<file path="config.mk">
export PLATFORM = sky130hd
export DESIGN_NAME = stopwatch_ctrl
export DESIGN_NICKNAME = d
export VERILOG_FILES = /design/src/rtl/stopwatch_pkg.sv /design/src/rtl/stopwatch_ctrl_btn_cond.sv /design/src/rtl/stopwatch_ctrl.sv
export SDC_FILE = /design/constraint.sdc
export NUM_CORES = 1
export LEC_CHECK = 0
export BUFFER_PORTS_ARGS = -buffer_cell sky130_fd_sc_hd__buf_2
export CAP_MARGIN = 15
export CORE_MARGIN = 3
export CORE_UTILIZATION = 50
export CTS_CLUSTER_DIAMETER = 200
export CTS_CLUSTER_SIZE = 25
export DETAILED_ROUTE_END_ITERATION = 16
export GPL_ROUTABILITY_DRIVEN = 0
export PLACE_DENSITY = 0.72
export SYNTH_ARGS = -nofsm -noshare
export SYNTH_HDL_FRONTEND = slang
export SYNTH_SLANG_ARGS = --single-unit
</file>
<file path="constraint.sdc">
create_clock -name clk -period 1.3 [get_ports clk]
set_clock_uncertainty 0.2 [all_clocks]
set_input_delay 0.13 -clock clk [delete_from_list [all_inputs] [get_ports clk]]
set_output_delay 0.13 -clock clk [all_outputs]
set_load 0.05 [all_outputs]
</file>
<file path="src/rtl/stopwatch_pkg.sv">
// Shared definitions for the stopwatch sequencer, counter chain and bench.
// State encodings are fixed because the counter chain decodes them directly.
package stopwatch_pkg;

   typedef enum logic [1:0] {
      IDLE  = 2'd0,
      RUN   = 2'd1,
      PAUSE = 2'd2,
      LAP   = 2'd3
   } state_t;

   localparam int TICK_DIV_DEFAULT = 10;
   localparam int DEBOUNCE_DEFAULT = 4;

   function automatic logic isCounting(input state_t s);
      return (s == RUN) || (s == LAP);
   endfunction

endpackage

</file>
<file path="src/rtl/stopwatch_ctrl_btn_cond.sv">
// Push-button conditioner: debounces a raw button into a filtered level and
// emits a single-cycle press pulse on each accepted rising level.
module btn_cond
   import stopwatch_pkg::*;
#(
   parameter int DEBOUNCE = DEBOUNCE_DEFAULT
) (
   input  logic clk,
   input  logic reset,
   input  logic raw,
   output logic level,
   output logic press
);

   localparam int CNT_W = $clog2(DEBOUNCE + 1);
   localparam logic [CNT_W-1:0] CNT_LAST = CNT_W'(DEBOUNCE - 1);

   logic             r_level;
   logic             r_levelQ;
   logic [CNT_W-1:0] r_cnt;

   // The level flips only after DEBOUNCE back-to-back disagreeing samples;
   // any agreeing sample restarts the run.
   always_ff @(posedge clk) begin
      if (reset) begin
         r_level  <= 1'b0;
         r_levelQ <= 1'b0;
         r_cnt    <= '0;
      end else begin
         r_levelQ <= r_level;
         if (raw != r_level) begin
            if (r_cnt == CNT_LAST) begin
               r_level <= raw;
               r_cnt   <= '0;
            end else begin
               r_cnt <= r_cnt + CNT_W'(1);
            end
         end else begin
            r_cnt <= '0;
         end
      end
   end

   assign level = r_level;
   assign press = r_level & ~r_levelQ;

endmodule

</file>
<file path="src/rtl/stopwatch_ctrl.sv">
// Run/pause/lap/clear sequencer for the stopwatch BCD counter chain: button
// conditioning, the control FSM and the count-enable prescaler.
module stopwatch_ctrl
   import stopwatch_pkg::*;
#(
   parameter int TICK_DIV = TICK_DIV_DEFAULT,
   parameter int DEBOUNCE = DEBOUNCE_DEFAULT
) (
   input  logic       clk,
   input  logic       reset,
   input  logic       start_resume,
   input  logic       stop,
   input  logic       lap,
   output logic       tick_en,
   output logic       cnt_clr,
   output logic       disp_hold,
   output logic       running,
   output logic [1:0] state
);

   localparam int DIV_W = (TICK_DIV > 1) ? $clog2(TICK_DIV) : 1;
   localparam logic [DIV_W-1:0] DIV_LAST = DIV_W'(TICK_DIV - 1);

   state_t           r_state;
   logic [DIV_W-1:0] r_div;
   logic             r_cntClr;
   logic             r_dispHold;
   logic             r_running;

   logic w_startLevel, w_stopLevel, w_lapLevel;
   logic w_startPress, w_stopPress, w_lapPress;
   logic w_doStart, w_doStop, w_doLap;
   logic w_counting;

   btn_cond #(.DEBOUNCE(DEBOUNCE)) u_startBtn (
      .clk   (clk),
      .reset (reset),
      .raw   (start_resume),
      .level (w_startLevel),
      .press (w_startPress)
   );

   btn_cond #(.DEBOUNCE(DEBOUNCE)) u_stopBtn (
      .clk   (clk),
      .reset (reset),
      .raw   (stop),
      .level (w_stopLevel),
      .press (w_stopPress)
   );

   btn_cond #(.DEBOUNCE(DEBOUNCE)) u_lapBtn (
      .clk   (clk),
      .reset (reset),
      .raw   (lap),
      .level (w_lapLevel),
      .press (w_lapPress)
   );

   // Coinciding presses resolve as stop > start_resume > lap; losers are dropped.
   assign w_doStop   = w_stopPress;
   assign w_doStart  = w_startPress & ~w_stopPress;
   assign w_doLap    = w_lapPress & ~w_stopPress & ~w_startPress;
   assign w_counting = isCounting(r_state);

   // The prescaler advances on every counting edge, including the one that
   // leaves RUN/LAP, so the fraction held in PAUSE is what the next tick resumes from.
   always_ff @(posedge clk) begin
      if (reset) begin
         r_state    <= IDLE;
         r_div      <= '0;
         r_cntClr   <= 1'b0;
         r_dispHold <= 1'b0;
         r_running  <= 1'b0;
      end else begin
         r_cntClr <= 1'b0;
         if (w_counting) begin
            r_div <= (r_div == DIV_LAST) ? '0 : r_div + DIV_W'(1);
         end
         case (r_state)
            IDLE: begin
               if (w_doStop) begin
                  r_cntClr <= 1'b1;
                  r_div    <= '0;
               end else if (w_doStart) begin
                  r_state   <= RUN;
                  r_running <= 1'b1;
               end
            end
            RUN: begin
               if (w_doStop) begin
                  r_state   <= PAUSE;
                  r_running <= 1'b0;
               end else if (w_doLap) begin
                  r_state    <= LAP;
                  r_dispHold <= 1'b1;
               end
            end
            LAP: begin
               if (w_doStop) begin
                  r_state    <= PAUSE;
                  r_running  <= 1'b0;
                  r_dispHold <= 1'b0;
               end else if (w_doLap) begin
                  r_state    <= RUN;
                  r_dispHold <= 1'b0;
               end
            end
            PAUSE: begin
               if (w_doStop) begin
                  r_state  <= IDLE;
                  r_cntClr <= 1'b1;
                  r_div    <= '0;
               end else if (w_doStart) begin
                  r_state   <= RUN;
                  r_running <= 1'b1;
               end
            end
            default: begin
               r_state    <= IDLE;
               r_div      <= '0;
               r_dispHold <= 1'b0;
               r_running  <= 1'b0;
            end
         endcase
      end
   end

   assign tick_en   = w_counting & (r_div == DIV_LAST);
   assign cnt_clr   = r_cntClr;
   assign disp_hold = r_dispHold;
   assign running   = r_running;
   assign state     = r_state;

endmodule
</file>
After elaboration in Yosys (flattened, before gate mapping)
Index checks and enable logic that the tools add are counted.
- flip-flop bits (word level): 24
- output and inout port bits: 6
- word-level logic and storage cells: 89
- add/subtract/negate cells: 4
- equal/unequal tests: 18
- muxes and demuxes: 22
- bitwise operators: 16
- reduce and logical (&&, ||, !) cells: 15
- operators by type and width (operator ; number):
    $mux W4 ; 4
    $mux W2 ; 7
    $add A3 B1 Y3 const B ; 3
    $eq A3 B2 Y1 const B ; 3
    $not A1 Y1 ; 9
    $reduce_or A3 Y1 ; 3
    $mux W1 ; 8
    $ne A2 B2 Y1 const B ; 4
    $pmux W2 S4 ; 1
    $and A1 B1 Y1 ; 7
    $ne A3 B3 Y1 const B ; 2
    $reduce_and A2 Y1 ; 3
    $reduce_and A3 Y1 ; 2
    $reduce_or A2 Y1 ; 3
    $add A4 B1 Y4 const B ; 1
    $eq A2 B2 Y1 const B ; 2
    $eq A4 B4 Y1 const B ; 1
    $ne A2 B1 Y1 const B ; 2
    $pmux W1 S2 ; 2
    $reduce_and A4 Y1 ; 1
    $ne A1 B1 Y1 ; 3
    $eq A2 B1 Y1 const B ; 1
    $logic_not A2 Y1 ; 1
    $reduce_bool A2 Y1 ; 1
    $logic_or A1 B1 Y1 ; 1

Logic depth before layout (Yosys ltp)
- word-level depth: 8
- depth in mapped cells: 4
- gate-level depth less buffers: 4

Hierarchy
A second synthesis with hierarchy kept.
- cells, all modules: 103
- area, all modules: 1032.2 um^2
- modules (own cells, without submodules) (module ; times used ; cells each ; area each (um^2) ; seq. area each (um^2)):
    btn_cond ; 3 ; 16 ; 191.4 ; 100.1
    stopwatch_ctrl ; 1 ; 55 ; 457.9 ; 180.2

Least setup slack after synthesis
OpenSTA, ideal clock, no wires.
- path kind: register to output
- from: reg r_state[0], in the netlist state[0]
- to: out tick_en
- data arrival time: 2017 ps
- required time: 970 ps
- setup slack: -1047 ps
- stages on the path, launching flop included: 3
- path buffers: 0
- cell sequence: dfxtp_1 > nand2_1 > nor3b_1
- word-level cells in the longest chain between the ends: 3
- elaborated cells on any way between the ends: 4
- those cells by class: eq/ne: 2; bitwise: 1; reduce/logical: 1
- RTL lines (what ; RTL line ; source):
    from (decl) ; stopwatch_ctrl.sv:24 ; state_t r_state;
    from (signal assigned) ; stopwatch_ctrl.sv:69 ; r_state <= IDLE;
    from (signal assigned) ; stopwatch_ctrl.sv:85 ; r_state <= RUN;
    from (signal assigned) ; stopwatch_ctrl.sv:91 ; r_state <= PAUSE;
    $eq A2 B1 Y1 / $eq A2 B2 Y1 (equally long branches) ; stopwatch_pkg.sv:16 ; return (s == RUN) || (s == LAP);
    $logic_or A1 B1 Y1 * ; stopwatch_pkg.sv:16 ;
    $and A1 B1 Y1 * ; stopwatch_ctrl.sv:128 ; assign tick_en = w_counting & (r_div == DIV_LAST);
    to (decl) ; stopwatch_ctrl.sv:14 ; output logic tick_en,
Mark *: on every way between the ends. The rest lies on a longest branch, timed or not.

Worst setup path after layout
- from: reg r_div[3]
- to: out tick_en
- word-level cells in the longest chain between the ends: 2
- RTL lines (what ; RTL line ; source):
    from (decl) ; stopwatch_ctrl.sv:25 ; logic [DIV_W-1:0] r_div;
    from (signal assigned) ; stopwatch_ctrl.sv:77 ; r_div <= (r_div == DIV_LAST) ? '0 : r_div + DIV_W'(1);
    $eq A4 B4 Y1 ; stopwatch_ctrl.sv:128 ;
    $and A1 B1 Y1 ; stopwatch_ctrl.sv:128 ;
Every way passes these cells.

==> flow_metrics.py <==
metrics = {
    "worst_setup_path": {
        "path_delay_family": "flip-flops",
        "crit_required_ns": 0.97,
        "cp-end-kind": "primary output",
        "reg2reg_from": "u_startBtn.r_cnt[1]",
        "critPathSlowestCell": "dfxtp_2",
        "ff2ff_setup_slack_ns": -0.08,
        "worstReg2RegEnd": "u_startBtn.r_cnt[0]",
        "slowest_delay_ns": 0.35,
        "path_class": "reg -> out",
        "r2r_cells": 4,
        "cp_max_fo": 3,
        "startpoint_type": "register",
        "path_cells": "nor2b_4 > nor3b_4 > buf_6",
        "crit_buf_inv": 1,
        "arrival_ns": 1.18,
    },
    "timing": {
        "rsz0062_at_grt": "yes",
        "finalSetupViolCount": 10,
        "worst_slack_ns": -0.2063,
        "hold_viol": 0,
        "relSlewSlack_pct": 83.74,
        "drv_slew": 0,
        "max_freq_mhz": 663.9,
        "tns_ns": -0.8223,
        "worst_pin_slew_ns": 0.2431,
        "min_period_ns": 1.506,
        "post-route-period-util_pct": 115.9,
    },
    "layout": {
        "syn_to_final_growth_pct": 46.65,
        "fill_cells": 111,
        "fin_util_pct": 81.24,
        "layout-drive-gt1-share_pct": 46.27,
        "diodes": 0,
        "finalNetCount": 146,
        "fin_cells": 159,
        "multiInputGateArea_um2": 629.4,
        "seq_area_um2": 501.7,
        "final_area_mm2": 0.001479,
    },
    "hold_path": {
        "hp-class": "in -> reg",
        "hold_depth": 4,
        "hold_end": "u_lapBtn.r_cnt[0]",
        "worstHoldStart": "lap",
    },
    "floorplan": {
        "initial_core_util_pct": 55.40,
        "die_y_um": 50.91,
        "rows": 15,
        "pin_count": 11,
        "core_mm2": 0.001821,
        "dieArea_mm2": 0.002592,
        "die_w_um": 50.91,
    },
    "clock_tree": {
        "clk_latency_ns": 0.31,
        "clock-sinks": 24,
        "cts-buffers-inserted": 3,
        "clk_path_buf_depth": 2,
        "cts_root_buf": "clkbuf_4",
        "htreeDepth": 1,
        "path_clk_slew_ns": 0.13,
        "cts_tree": "done",
    },
    "yosys": {
        "async_flop_share_pct": 0,
        "ys_seq_area_share_pct": 47.64,
        "synth-main-ff-cell": "dfxtp_1",
        "synth_top_area_cell": "dfxtp_1",
        "yosys_warnings": 0,
        "yosys.area.top_type_share_pct": 47.64,
        "synth_area_leaders": "dfxtp_1, ha_1, nor2_1",
        "syn_area_mm2": 0.001008,
        "synth-seq-cells": 24,
        "netlist_instances": 103,
        "synth.avg_cell_area_um2": 9.791,
        "yosysMostFrequentCell": "dfxtp_1",
        "synth_edf_count": 0,
        "synth_nets": 114,
        "synthTopCellsByCount": "dfxtp_1, nor2_1, inv_1, nor2b_1, ha_1",
        "synth_cell_types": 31,
    },
    "route": {
        "wl_per_cell_um": 11.99,
        "antenna_left": 0,
        "via_count": 810,
        "avgViaCountPerCell": 5.094,
        "drc_errors": 0,
        "drtIter0Drc": 4,
        "firstDrtPassIters": 4,
        "wirelength_um": 1907,
    },
    "placement": {
        "port-buffer-count": 10,
        "place_ws_ns": -0.07675,
        "place_hpwl_um": 1175,
        "dp.cells": 144,
        "dpl_cell_area_mm2": 0.001234,
    },
    "run": {
        "drv_cap": 0,
    },
    "global_routing": {
        "grt_max_degree": 14,
        "gr-total-overflow": 0,
        "antenna_found_initial": 0,
        "grt_pass1_vias": 807,
        "grt_pass1_wl_um": 3367,
        "gr-usage-all-layers_pct": 17.02,
    },
    "power_and_ir_drop": {
        "leakage_nw": 0.5758,
        "power_density_mw_per_mm2": 868.4,
        "ir_worst_vdd_mv": 0.8206,
    },
    "run_status": {
        "status": "finished with violations",
        "failed_checks": "setup timing",
    },
}
where the power goes:
group | internal, mW | total (mW) | switching, mW
Sequential | 0.755 | 0.775 | 0.0196
Clock | 0.120 | 0.338 | 0.218
Combinational | 0.0827 | 0.172 | 0.0893
per-stage QoR:
stage	power (mW)	hold slack, ns
floorplan	0.8807	0.001611
global placement	0.9137	0.1898
detailed placement	0.9180	0.2032
CTS	1.270	0.004434
global route	1.350	0.03802
finish	1.284	0.03188
layout make-up:
cell class | count | share of cell area (%)
Timing Repair Buffer | 30 | 17.85
Tap cell | 25 | 2.115
Multi-Input combinational cell | 69 | 42.55
Inverter | 7 | 1.777
Sequential cell | 24 | 33.93
Clock buffer | 4 | 1.777
cell families after synthesis:
family,count (synthesis),share of synthesized area (%)
compound gates,13,8.313
xor+xnor,5,4.342
fa+ha+maj,6,7.444
buf+inv,10,4.343
flops,24,47.64
mux,3,2.978
simple gates,42,24.94
placed cells by master, fill, tap and decap left out, types with 3 or more instances in the layout:
cell	instances
or3_4	3
dfxtp_1	11
xnor2_1	4
a31oi_1	3
buf_2	5
clkbuf_4	4
inv_1	7
nor2_4	4
ha_4	6
mux2i_1	3
dlygate4sd3_1	7
nor2_1	7
a21oi_1	3
buf_6	7
nor2_2	4
dfxtp_2	11
nor2b_1	5
buf_4	9
how the worst max path moves through the flow:
stage | cells past startpoint | start | slack, ns | endpoint
after global placement | 4 | u_lapBtn.r_cnt[0] | -0.05 | u_lapBtn.r_cnt[0]
after detailed placement | 4 | u_stopBtn.r_cnt[0] | -0.08 | u_stopBtn.r_cnt[0]
after CTS | 3 | r_div[3] | -0.20 | tick_en
after floorplan | 2 | state[0] | -0.06 | tick_en
after global routing | 3 | r_div[3] | -0.26 | tick_en
final | 3 | r_div[3] | -0.21 | tick_en
worst min-delay path: stages:
cell,delay [ns]
buf_2,0.09
xnor2_1,0.11
or3_4,0.15
nor2_2,0.04
state kept, by name (all words and copies together), names as in the netlist:
signal               flops
disp_hold                1
u_startBtn.r_levelQ      1
r_div                    4
state                    2
u_startBtn.level         1
u_lapBtn.level           1
running                  1
u_stopBtn.level          1
cnt_clr                  1
u_lapBtn.r_levelQ        1
u_startBtn.r_cnt         3
u_lapBtn.r_cnt           3
u_stopBtn.r_cnt          3
u_stopBtn.r_levelQ       1
what timing repair did:
| action | CTS | global route |
|---|---|---|
| endpoints found under the hold margin | 6 | 2 |
| buffers inserted | 3 | 2 |
| endpoints found under the setup margin | 13 | 21 |
| pin swaps | 6 | 4 |
| resized for setup | 16 | 22 |
| hold buffers | 6 | 1 |
metal layers:
| layer | share of wire [%] | global-route usage (%) | vias up |
|---|---|---|---|
| met2 | 53 | 30.90 | 10 |
| met4 | 0.47 | 5.381 | 0 |
| met3 | 2.9 | 4.082 | 2 |
| met1 | 43 | 19.34 | 390 |
| li1 | - | - | 408 |
| met5 | 0 | 0 | - |
No activity file was read; power rests on OpenSTA's default activity.
